### src/rtl/wb_pkg.sv
// Shared constants and types for the write-back stage: opcodes, result-source
// encodings, load size codes and the FSM state type.
package wb_pkg;

   localparam logic [6:0] OP_JAL   = 7'b1101111;
   localparam logic [6:0] OP_JALR  = 7'b1100111;
   localparam logic [6:0] OP_LUI   = 7'b0110111;
   localparam logic [6:0] OP_AUIPC = 7'b0010111;

   localparam logic [1:0] WB_ALU = 2'd0;
   localparam logic [1:0] WB_MEM = 2'd1;
   localparam logic [1:0] WB_U   = 2'd2;

   localparam logic [2:0] F3_LB  = 3'b000;
   localparam logic [2:0] F3_LH  = 3'b001;
   localparam logic [2:0] F3_LW  = 3'b010;
   localparam logic [2:0] F3_LD  = 3'b011;
   localparam logic [2:0] F3_LBU = 3'b100;
   localparam logic [2:0] F3_LHU = 3'b101;
   localparam logic [2:0] F3_LWU = 3'b110;

   typedef enum logic [1:0] {IDLE, WAIT_MEM, COMMIT} wb_state_e;

   typedef enum logic [1:0] {U_RET, U_IMM, U_PCOFF} u_sel_e;

   // JAL/JALR and any unrecognised opcode fall back to the return address.
   function automatic u_sel_e u_select(input logic [6:0] opcode);
      u_sel_e sel;
      case (opcode)
         OP_LUI:   sel = U_IMM;
         OP_AUIPC: sel = U_PCOFF;
         default:  sel = U_RET;
      endcase
      return sel;
   endfunction

endpackage

### src/rtl/wb_stage_pipe_if.sv
// MEM-to-WB handshake, memory response and register-file write bundle.
// The master modport drives the stage; the slave modport is the stage itself.
interface wb_stage_pipe_if #(
   parameter int unsigned XLEN    = 32,
   parameter int unsigned RADDR_W = 5,
   parameter int unsigned CNT_W   = 32
);
   logic               in_valid;
   logic               in_ready;
   logic [6:0]         in_opcode;
   logic [2:0]         in_funct3;
   logic [RADDR_W-1:0] in_rd;
   logic               in_reg_write;
   logic [1:0]         in_memtoreg;
   logic [XLEN-1:0]    in_alu_out;
   logic [XLEN-1:0]    in_return_addr;
   logic [XLEN-1:0]    in_imm_out;
   logic [XLEN-1:0]    in_pc_signed_offset;
   logic               mem_rsp_valid;
   logic [XLEN-1:0]    mem_rsp_data;
   logic               rf_we;
   logic [RADDR_W-1:0] rf_waddr;
   logic [XLEN-1:0]    rf_wdata;
   logic               err_misalign;
   logic               err_stray_rsp;
   logic [CNT_W-1:0]   retire_cnt;

   modport master (
      output in_valid, in_opcode, in_funct3, in_rd, in_reg_write, in_memtoreg,
             in_alu_out, in_return_addr, in_imm_out, in_pc_signed_offset,
             mem_rsp_valid, mem_rsp_data,
      input  in_ready, rf_we, rf_waddr, rf_wdata, err_misalign, err_stray_rsp, retire_cnt
   );

   modport slave (
      input  in_valid, in_opcode, in_funct3, in_rd, in_reg_write, in_memtoreg,
             in_alu_out, in_return_addr, in_imm_out, in_pc_signed_offset,
             mem_rsp_valid, mem_rsp_data,
      output in_ready, rf_we, rf_waddr, rf_wdata, err_misalign, err_stray_rsp, retire_cnt
   );

endinterface

### src/rtl/wb_load_align.sv
// Combinational load formatter: picks the addressed byte/half/word/dword out of
// the memory word, extends it, and flags misaligned or unsupported accesses.
module wb_load_align
   import wb_pkg::*;
#(
   parameter int unsigned XLEN = 32
) (
   input  logic [2:0]                    i_funct3,
   input  logic [$clog2(XLEN/8)-1:0]     i_ofs,
   input  logic [XLEN-1:0]               i_data,
   output logic [XLEN-1:0]               o_data,
   output logic                          o_misalign
);
   localparam int unsigned OFS_W = $clog2(XLEN/8);

   logic [OFS_W+2:0] w_bit_ofs;
   logic [XLEN-1:0]  w_shift;
   logic [63:0]      w_ext;

   assign w_bit_ofs = {i_ofs, 3'b000};
   assign w_shift   = i_data >> w_bit_ofs;

   // Extension is done at 64 bits and then cut to XLEN, so one code path
   // serves both datapath widths.
   always_comb begin
      w_ext      = 64'(i_data);
      o_misalign = 1'b0;
      case (i_funct3)
         F3_LB:  w_ext = {{56{w_shift[7]}}, w_shift[7:0]};
         F3_LBU: w_ext = {56'd0, w_shift[7:0]};
         F3_LH: begin
            w_ext      = {{48{w_shift[15]}}, w_shift[15:0]};
            o_misalign = i_ofs[0];
         end
         F3_LHU: begin
            w_ext      = {48'd0, w_shift[15:0]};
            o_misalign = i_ofs[0];
         end
         F3_LW: begin
            w_ext      = {{32{w_shift[31]}}, w_shift[31:0]};
            o_misalign = |i_ofs[1:0];
         end
         F3_LWU: begin
            if (XLEN == 64) begin
               w_ext      = {32'd0, w_shift[31:0]};
               o_misalign = |i_ofs[1:0];
            end else begin
               o_misalign = 1'b1;
            end
         end
         F3_LD: begin
            if (XLEN == 64) begin
               w_ext      = 64'(w_shift);
               o_misalign = |i_ofs;
            end else begin
               o_misalign = 1'b1;
            end
         end
         default: o_misalign = 1'b1;
      endcase
   end

   assign o_data = w_ext[XLEN-1:0];

endmodule

### src/rtl/wb_stage_pipe.sv
// Write-back stage: accepts one retiring instruction per handshake, waits for
// load data when needed, and issues a registered one-cycle register-file write.
module wb_stage_pipe
   import wb_pkg::*;
#(
   parameter int unsigned XLEN    = 32,
   parameter int unsigned RADDR_W = 5,
   parameter int unsigned CNT_W   = 32
) (
   input  logic            clk,
   input  logic            rst_n,
   wb_stage_pipe_if.slave  bus
);
   localparam int unsigned OFS_W = $clog2(XLEN/8);

   wb_state_e          r_state;
   wb_state_e          w_state_next;
   logic               w_in_ready;
   logic               w_hs;
   logic               w_rsp_in_wait;
   logic [XLEN-1:0]    w_u_data;
   logic [XLEN-1:0]    w_nl_data;
   logic [XLEN-1:0]    w_ld_data;
   logic               w_ld_misalign;

   logic [2:0]         r_funct3;
   logic [RADDR_W-1:0] r_rd;
   logic               r_reg_write;
   logic [OFS_W-1:0]   r_ofs;

   logic               r_rf_we;
   logic [RADDR_W-1:0] r_rf_waddr;
   logic [XLEN-1:0]    r_rf_wdata;
   logic               r_err_misalign;
   logic               r_err_stray;
   logic [CNT_W-1:0]   r_retire_cnt;

   assign w_in_ready    = (r_state != WAIT_MEM);
   assign w_hs          = bus.in_valid && w_in_ready;
   assign w_rsp_in_wait = bus.mem_rsp_valid && (r_state == WAIT_MEM);

   always_ff @(posedge clk or negedge rst_n) begin
      if (!rst_n) begin
         r_state <= IDLE;
      end else begin
         r_state <= w_state_next;
      end
   end

   always_comb begin
      w_state_next = r_state;
      unique case (r_state)
         IDLE, COMMIT: begin
            if (w_hs) begin
               w_state_next = (bus.in_memtoreg == WB_MEM) ? WAIT_MEM : COMMIT;
            end else begin
               w_state_next = IDLE;
            end
         end
         WAIT_MEM: begin
            if (bus.mem_rsp_valid) begin
               w_state_next = COMMIT;
            end
         end
         default: w_state_next = IDLE;
      endcase
   end

   always_comb begin
      w_u_data = bus.in_return_addr;
      case (u_select(bus.in_opcode))
         U_IMM:   w_u_data = bus.in_imm_out;
         U_PCOFF: w_u_data = bus.in_pc_signed_offset;
         default: w_u_data = bus.in_return_addr;
      endcase
      w_nl_data = (bus.in_memtoreg == WB_U) ? w_u_data : bus.in_alu_out;
   end

   wb_load_align #(
      .XLEN (XLEN)
   ) u_load_align (
      .i_funct3   (r_funct3),
      .i_ofs      (r_ofs),
      .i_data     (bus.mem_rsp_data),
      .o_data     (w_ld_data),
      .o_misalign (w_ld_misalign)
   );

   // Non-loads commit straight from the handshake; loads commit from the
   // fields captured at acceptance once the response arrives.
   always_ff @(posedge clk or negedge rst_n) begin
      if (!rst_n) begin
         r_funct3       <= '0;
         r_rd           <= '0;
         r_reg_write    <= 1'b0;
         r_ofs          <= '0;
         r_rf_we        <= 1'b0;
         r_rf_waddr     <= '0;
         r_rf_wdata     <= '0;
         r_err_misalign <= 1'b0;
         r_err_stray    <= 1'b0;
         r_retire_cnt   <= '0;
      end else begin
         r_rf_we        <= 1'b0;
         r_err_misalign <= 1'b0;
         r_err_stray    <= bus.mem_rsp_valid && (r_state != WAIT_MEM);
         if (w_hs) begin
            r_funct3    <= bus.in_funct3;
            r_rd        <= bus.in_rd;
            r_reg_write <= bus.in_reg_write;
            r_ofs       <= bus.in_alu_out[OFS_W-1:0];
         end
         if (w_hs && (bus.in_memtoreg != WB_MEM)) begin
            r_rf_we      <= bus.in_reg_write && (bus.in_rd != '0);
            r_rf_waddr   <= bus.in_rd;
            r_rf_wdata   <= w_nl_data;
            r_retire_cnt <= r_retire_cnt + CNT_W'(1);
         end else if (w_rsp_in_wait) begin
            r_rf_we        <= r_reg_write && (r_rd != '0) && !w_ld_misalign;
            r_rf_waddr     <= r_rd;
            r_rf_wdata     <= w_ld_data;
            r_err_misalign <= w_ld_misalign;
            r_retire_cnt   <= r_retire_cnt + CNT_W'(1);
         end
      end
   end

   assign bus.in_ready      = w_in_ready;
   assign bus.rf_we         = r_rf_we;
   assign bus.rf_waddr      = r_rf_waddr;
   assign bus.rf_wdata      = r_rf_wdata;
   assign bus.err_misalign  = r_err_misalign;
   assign bus.err_stray_rsp = r_err_stray;
   assign bus.retire_cnt    = r_retire_cnt;

endmodule

### src/flat_wrapper.sv
// flat-port wrapper written by rule: the top's interface ports become plain ports
module wb_stage_pipe_flat import wb_pkg::*;
#(
   parameter int unsigned XLEN    = 32,
   parameter int unsigned RADDR_W = 5,
   parameter int unsigned CNT_W   = 32
)
  (clk, rst_n, bus_in_valid, bus_in_opcode, bus_in_funct3, bus_in_rd, bus_in_reg_write, bus_in_memtoreg, bus_in_alu_out, bus_in_return_addr, bus_in_imm_out, bus_in_pc_signed_offset, bus_mem_rsp_valid, bus_mem_rsp_data, bus_in_ready, bus_rf_we, bus_rf_waddr, bus_rf_wdata, bus_err_misalign, bus_err_stray_rsp, bus_retire_cnt);
  wb_stage_pipe_if #(.XLEN(XLEN), .RADDR_W(RADDR_W), .CNT_W(CNT_W)) bus_i ();
  input  logic clk;
  input  logic rst_n;
  input wire logic [$bits(bus_i.in_valid)-1:0] bus_in_valid;
  input wire logic [$bits(bus_i.in_opcode)-1:0] bus_in_opcode;
  input wire logic [$bits(bus_i.in_funct3)-1:0] bus_in_funct3;
  input wire logic [$bits(bus_i.in_rd)-1:0] bus_in_rd;
  input wire logic [$bits(bus_i.in_reg_write)-1:0] bus_in_reg_write;
  input wire logic [$bits(bus_i.in_memtoreg)-1:0] bus_in_memtoreg;
  input wire logic [$bits(bus_i.in_alu_out)-1:0] bus_in_alu_out;
  input wire logic [$bits(bus_i.in_return_addr)-1:0] bus_in_return_addr;
  input wire logic [$bits(bus_i.in_imm_out)-1:0] bus_in_imm_out;
  input wire logic [$bits(bus_i.in_pc_signed_offset)-1:0] bus_in_pc_signed_offset;
  input wire logic [$bits(bus_i.mem_rsp_valid)-1:0] bus_mem_rsp_valid;
  input wire logic [$bits(bus_i.mem_rsp_data)-1:0] bus_mem_rsp_data;
  output wire logic [$bits(bus_i.in_ready)-1:0] bus_in_ready;
  output wire logic [$bits(bus_i.rf_we)-1:0] bus_rf_we;
  output wire logic [$bits(bus_i.rf_waddr)-1:0] bus_rf_waddr;
  output wire logic [$bits(bus_i.rf_wdata)-1:0] bus_rf_wdata;
  output wire logic [$bits(bus_i.err_misalign)-1:0] bus_err_misalign;
  output wire logic [$bits(bus_i.err_stray_rsp)-1:0] bus_err_stray_rsp;
  output wire logic [$bits(bus_i.retire_cnt)-1:0] bus_retire_cnt;
  assign bus_i.in_valid = bus_in_valid;
  assign bus_i.in_opcode = bus_in_opcode;
  assign bus_i.in_funct3 = bus_in_funct3;
  assign bus_i.in_rd = bus_in_rd;
  assign bus_i.in_reg_write = bus_in_reg_write;
  assign bus_i.in_memtoreg = bus_in_memtoreg;
  assign bus_i.in_alu_out = bus_in_alu_out;
  assign bus_i.in_return_addr = bus_in_return_addr;
  assign bus_i.in_imm_out = bus_in_imm_out;
  assign bus_i.in_pc_signed_offset = bus_in_pc_signed_offset;
  assign bus_i.mem_rsp_valid = bus_mem_rsp_valid;
  assign bus_i.mem_rsp_data = bus_mem_rsp_data;
  assign bus_in_ready = bus_i.in_ready;
  assign bus_rf_we = bus_i.rf_we;
  assign bus_rf_waddr = bus_i.rf_waddr;
  assign bus_rf_wdata = bus_i.rf_wdata;
  assign bus_err_misalign = bus_i.err_misalign;
  assign bus_err_stray_rsp = bus_i.err_stray_rsp;
  assign bus_retire_cnt = bus_i.retire_cnt;
  wb_stage_pipe #(.XLEN(XLEN), .RADDR_W(RADDR_W), .CNT_W(CNT_W)) u_core (.clk(clk), .rst_n(rst_n), .bus(bus_i));
endmodule
### config.mk
export PLATFORM = sky130hd
export DESIGN_NAME = wb_stage_pipe_flat
export DESIGN_NICKNAME = d
export VERILOG_FILES = /design/src/rtl/wb_pkg.sv /design/src/rtl/wb_stage_pipe_if.sv /design/src/rtl/wb_load_align.sv /design/src/rtl/wb_stage_pipe.sv /design/src/flat_wrapper.sv
export SDC_FILE = /design/constraint.sdc
export NUM_CORES = 1
export LEC_CHECK = 0
export ABC_AREA = 1
export BUFFER_PORTS_ARGS = -buffer_cell sky130_fd_sc_hd__buf_2
export CORE_MARGIN = 3
export CORE_UTILIZATION = 45
export CTS_BUF_LIST = sky130_fd_sc_hd__clkbuf_4 sky130_fd_sc_hd__clkbuf_8 sky130_fd_sc_hd__clkbuf_16
export DETAILED_ROUTE_END_ITERATION = 10
export PLACE_DENSITY = 0.85
export SYNTH_ARGS = -nofsm -noshare
export SYNTH_HDL_FRONTEND = slang
export SYNTH_SLANG_ARGS = --single-unit
### constraint.sdc
create_clock -name clk -period 1.52 [get_ports clk]
set_input_delay 0.304 -clock clk [delete_from_list [all_inputs] [get_ports clk]]
set_output_delay 0.304 -clock clk [all_outputs]
set_load 0.02 [all_outputs]
==> impl_metrics.tcl <==
set metrics [dict create \
    end_kind "flip-flop" \
    initial_core_util 0.471 \
    grt_pass1_wl_mm 40.4 \
    hold_start "bus_in_funct3[0]" \
    root_buffer "clkbuf_16" \
    fin_crit_ps 1930 \
    worstPathArrival_ps 2140 \
    numCtsBuffers 9 \
    synth_area_per_cell_um2 6.34 \
    rrSetupSlack_ps -80 \
    hold_ws_ps 166 \
    dieHeight_um 125 \
    io_buffers 254 \
    fmax_mhz 519 \
    first_iter_violations 1115 \
    worstSkewPairLatency_ps 350 \
    min_to "u_core.r_funct3[0]" \
    required_ps 1730 \
    synth-seq-cells 85 \
    die_w_um 125 \
    syn2layout_area_growth_pct 44.8 \
    worstReg2RegEnd "u_core.bus.rf_wdata[19]" \
    setup_ws_ps -407 \
    critical_path_class "input port to flip-flop" \
    num_rows 42 \
    yosys_most_used_dff "dfrtp_1" \
    maxSlewViolCount 0 \
    critPathBufInv 6 \
    grt_max_degree 33 \
    p_leak_nw 4.76 \
    drc 0 \
    critPathTopFamily "simple AND/OR/NAND/NOR gates" \
    cts.sink_count 85 \
    startpoint "bus_in_opcode[3]" \
    ys_seq_area_frac 0.333 \
    utilization 0.682 \
    status "finished with violations" \
    yosys.cell_count.top_type "nand2_1" \
    postRouteAntennaNets 0 \
    cp_max_fo 11 \
    syn_nets 1193 \
    synth_area_leaders "dfrtp_1, nand2_1, nand3_1, o21ai_0, o211ai_1" \
    rsz0062_at_grt "yes" \
    cts_tree "done" \
    max_slew_margin 0.775 \
    failed_checks "setup timing" \
    globalRouteOverflowTotal 0 \
    hold_violations 0 \
    cap_violations 0 \
    grt_pass1_vias 7726 \
    diodes 0 \
    antenna_found_initial 0 \
    vdd_drop_max_uv 576 \
    async_flop_share 1.00 \
    final_layout_size_suffix_gt1_frac 0.337 \
    ys.warnings.count 0 \
    worstSetupStartpointType "input port" \
    crit_path_max_incr_delay_ps 290 \
    synth_area_leader_cell "dfrtp_1" \
    path_clk_slew_ps 60 \
    hold_depth 3 \
    dr.pass1.iters 5 \
    syn_area_mm2 0.00639 \
    htreeDepth 3 \
    setup_viol 32 \
    synth_top_area_frac 0.333 \
    wl_per_cell_um 17.8 \
    dp_hpwl_mm 19.3 \
    synth_commonest_cells "nand2_1, nand3_1, dfrtp_1, nor2_1, o21ai_0" \
    vias 8266 \
    via_per_inst 5.55 \
    coreArea_mm2 0.0136 \
    cp_slowest_cell "nor4_2" \
    crit_chain "buf_8 > clkinv_8 > nand4_1 > nor4_2 > buf_4 > ha_4 > inv_8 > buf_12 > buf_16 > nand3_1 > o211ai_1 > nand2_1 > nand2_1 > nand3_1" \
    max-clock-path-buffers 2 \
    synth-edff-count 0 \
    design.final.nets 1493 \
    tightest_slew_ps 334 \
    post-route-period-util 1.27 \
    powerDensity_mw_per_mm2 969 \
    wirelength_mm 26.5 \
    die_area_mm2 0.0157 \
    worst_r2r_path_depth 8 \
    ios 255 \
    synthDistinctLibCells 38 \
    syn_inst 1008 \
    r2r-start "u_core.r_ofs[0]" \
    grt_usage 0.320 \
    fin_skew_ps 6.72 \
    holdCritPathClass "input port to flip-flop" \
    gp_congestion 1.00 \
]
==> metrics by stage <==
step	std cells	area (um^2)	total power (W)	setup TNS, ps	setup slack, ps
floorplan	1008	6440	0.00472	-7260	-263
global placement	1450	8240	0.00604	-14310	-549
detailed placement	1450	8240	0.00610	-15860	-607
CTS	1479	9010	0.00880	-3370	-155
global route	1489	9250	0.00937	-11280	-452
finish	1489	9250	0.00896	-8250	-407
==> power by group <==
part	total, W	switching [W]	internal [W]
Combinational	0.00329	0.00204	0.00125
Clock	0.00267	0.000996	0.00167
Sequential	0.00301	0.000346	0.00266
Total	0.00896	0.00338	0.00558
==> state kept, by name, indices dropped and copies added (netlist names) <==
signal / cells
u_core.bus.rf_we: 1
u_core.r_reg_write: 1
u_core.bus.err_stray_rsp: 1
u_core.r_funct3: 3
u_core.r_state: 2
u_core.bus.rf_wdata: 32
u_core.r_ofs: 2
u_core.bus.retire_cnt: 32
u_core.bus.rf_waddr: 5
u_core.r_rd: 5
u_core.bus.err_misalign: 1
==> kinds of logic (layout without fill, tap and decap cells) <==
| kind of cell | after synthesis | in the layout | share of synthesized area |
|---|---|---|---|
| flops | 85 | 85 | 0.333 |
| compound gates | 129 | 129 | 0.123 |
| fa+ha+maj | 3 | 3 | 0.00588 |
| buf+inv | 110 | 415 | 0.0819 |
| xor+xnor | 15 | 15 | 0.0206 |
| simple gates | 666 | 666 | 0.436 |
==> routing by layer <==
| layer | track usage | up-vias | wire length, um |
|---|---|---|---|
| met3 | 0.0780 | 75 | 3070 |
| li1 | - | 3858 | - |
| met1 | 0.443 | 3812 | 10600 |
| met2 | 0.502 | 521 | 12200 |
| met5 | 0 | - | 0 |
| met4 | 0.0874 | 0 | 723 |
==> how the worst max path moves through the flow <==
stage,end,slack (ps),depth (start not counted)
after floorplan,u_core.bus.rf_wdata[6],-260,12
after CTS,u_core.bus.rf_wdata[26],-160,12
after detailed placement,u_core.bus.rf_wdata[5],-610,13
after global placement,u_core.bus.rf_wdata[5],-550,13
final,u_core.bus.rf_wdata[21],-410,14
after global routing,u_core.bus.rf_wdata[21],-450,14
==> final cells by class <==
class,instances,area (um^2)
Clock buffer,10,239
Clock inverter,6,118
Inverter,60,260
Multi-Input combinational cell,813,3970
Fill cell,1164,4310
Tap cell,176,220
Sequential cell,85,2140
Timing Repair Buffer,339,2300
==> worst register-to-register path, stage by stage (launching register included) <==
cell	delay, ps
dfrtp_2	440
inv_2	100
nand2_1	100
nand3_2	100
nand3_4	150
buf_4	140
nand3_1	60
o21ai_0	270
nand3_1	110
==> cell usage in the layout, fill, tap and decap left out, types with 6 or more instances in the layout <==
| master | instances |
|---|---|
| clkbuf_16 | 11 |
| inv_1 | 45 |
| nand3_1 | 88 |
| buf_12 | 14 |
| a21oi_1 | 6 |
| o21bai_1 | 12 |
| dfrtp_2 | 13 |
| buf_16 | 6 |
| inv_2 | 10 |
| dfrtp_1 | 72 |
| xor2_1 | 7 |
| buf_2 | 251 |
| o21ai_1 | 10 |
| nand3b_1 | 11 |
| xnor2_1 | 8 |
| o21ai_0 | 52 |
| o211ai_1 | 35 |
| nand2_1 | 457 |
| nor2_2 | 12 |
| buf_4 | 59 |
| nand3_2 | 17 |
| nor2_1 | 56 |
==> repair_timing <==
| action | CTS | global route |
|---|---|---|
| hold buffers | 1 | 0 |
| buffers inserted | 5 | 8 |
| cloned | 7 | 2 |
| pin swaps | 32 | 8 |
| gates resized for setup | 42 | 47 |
| endpoints found under the setup margin | 34 | 52 |
| endpoints found under the hold margin | 14 | 0 |
No activity file was read; power rests on OpenSTA's default activity.
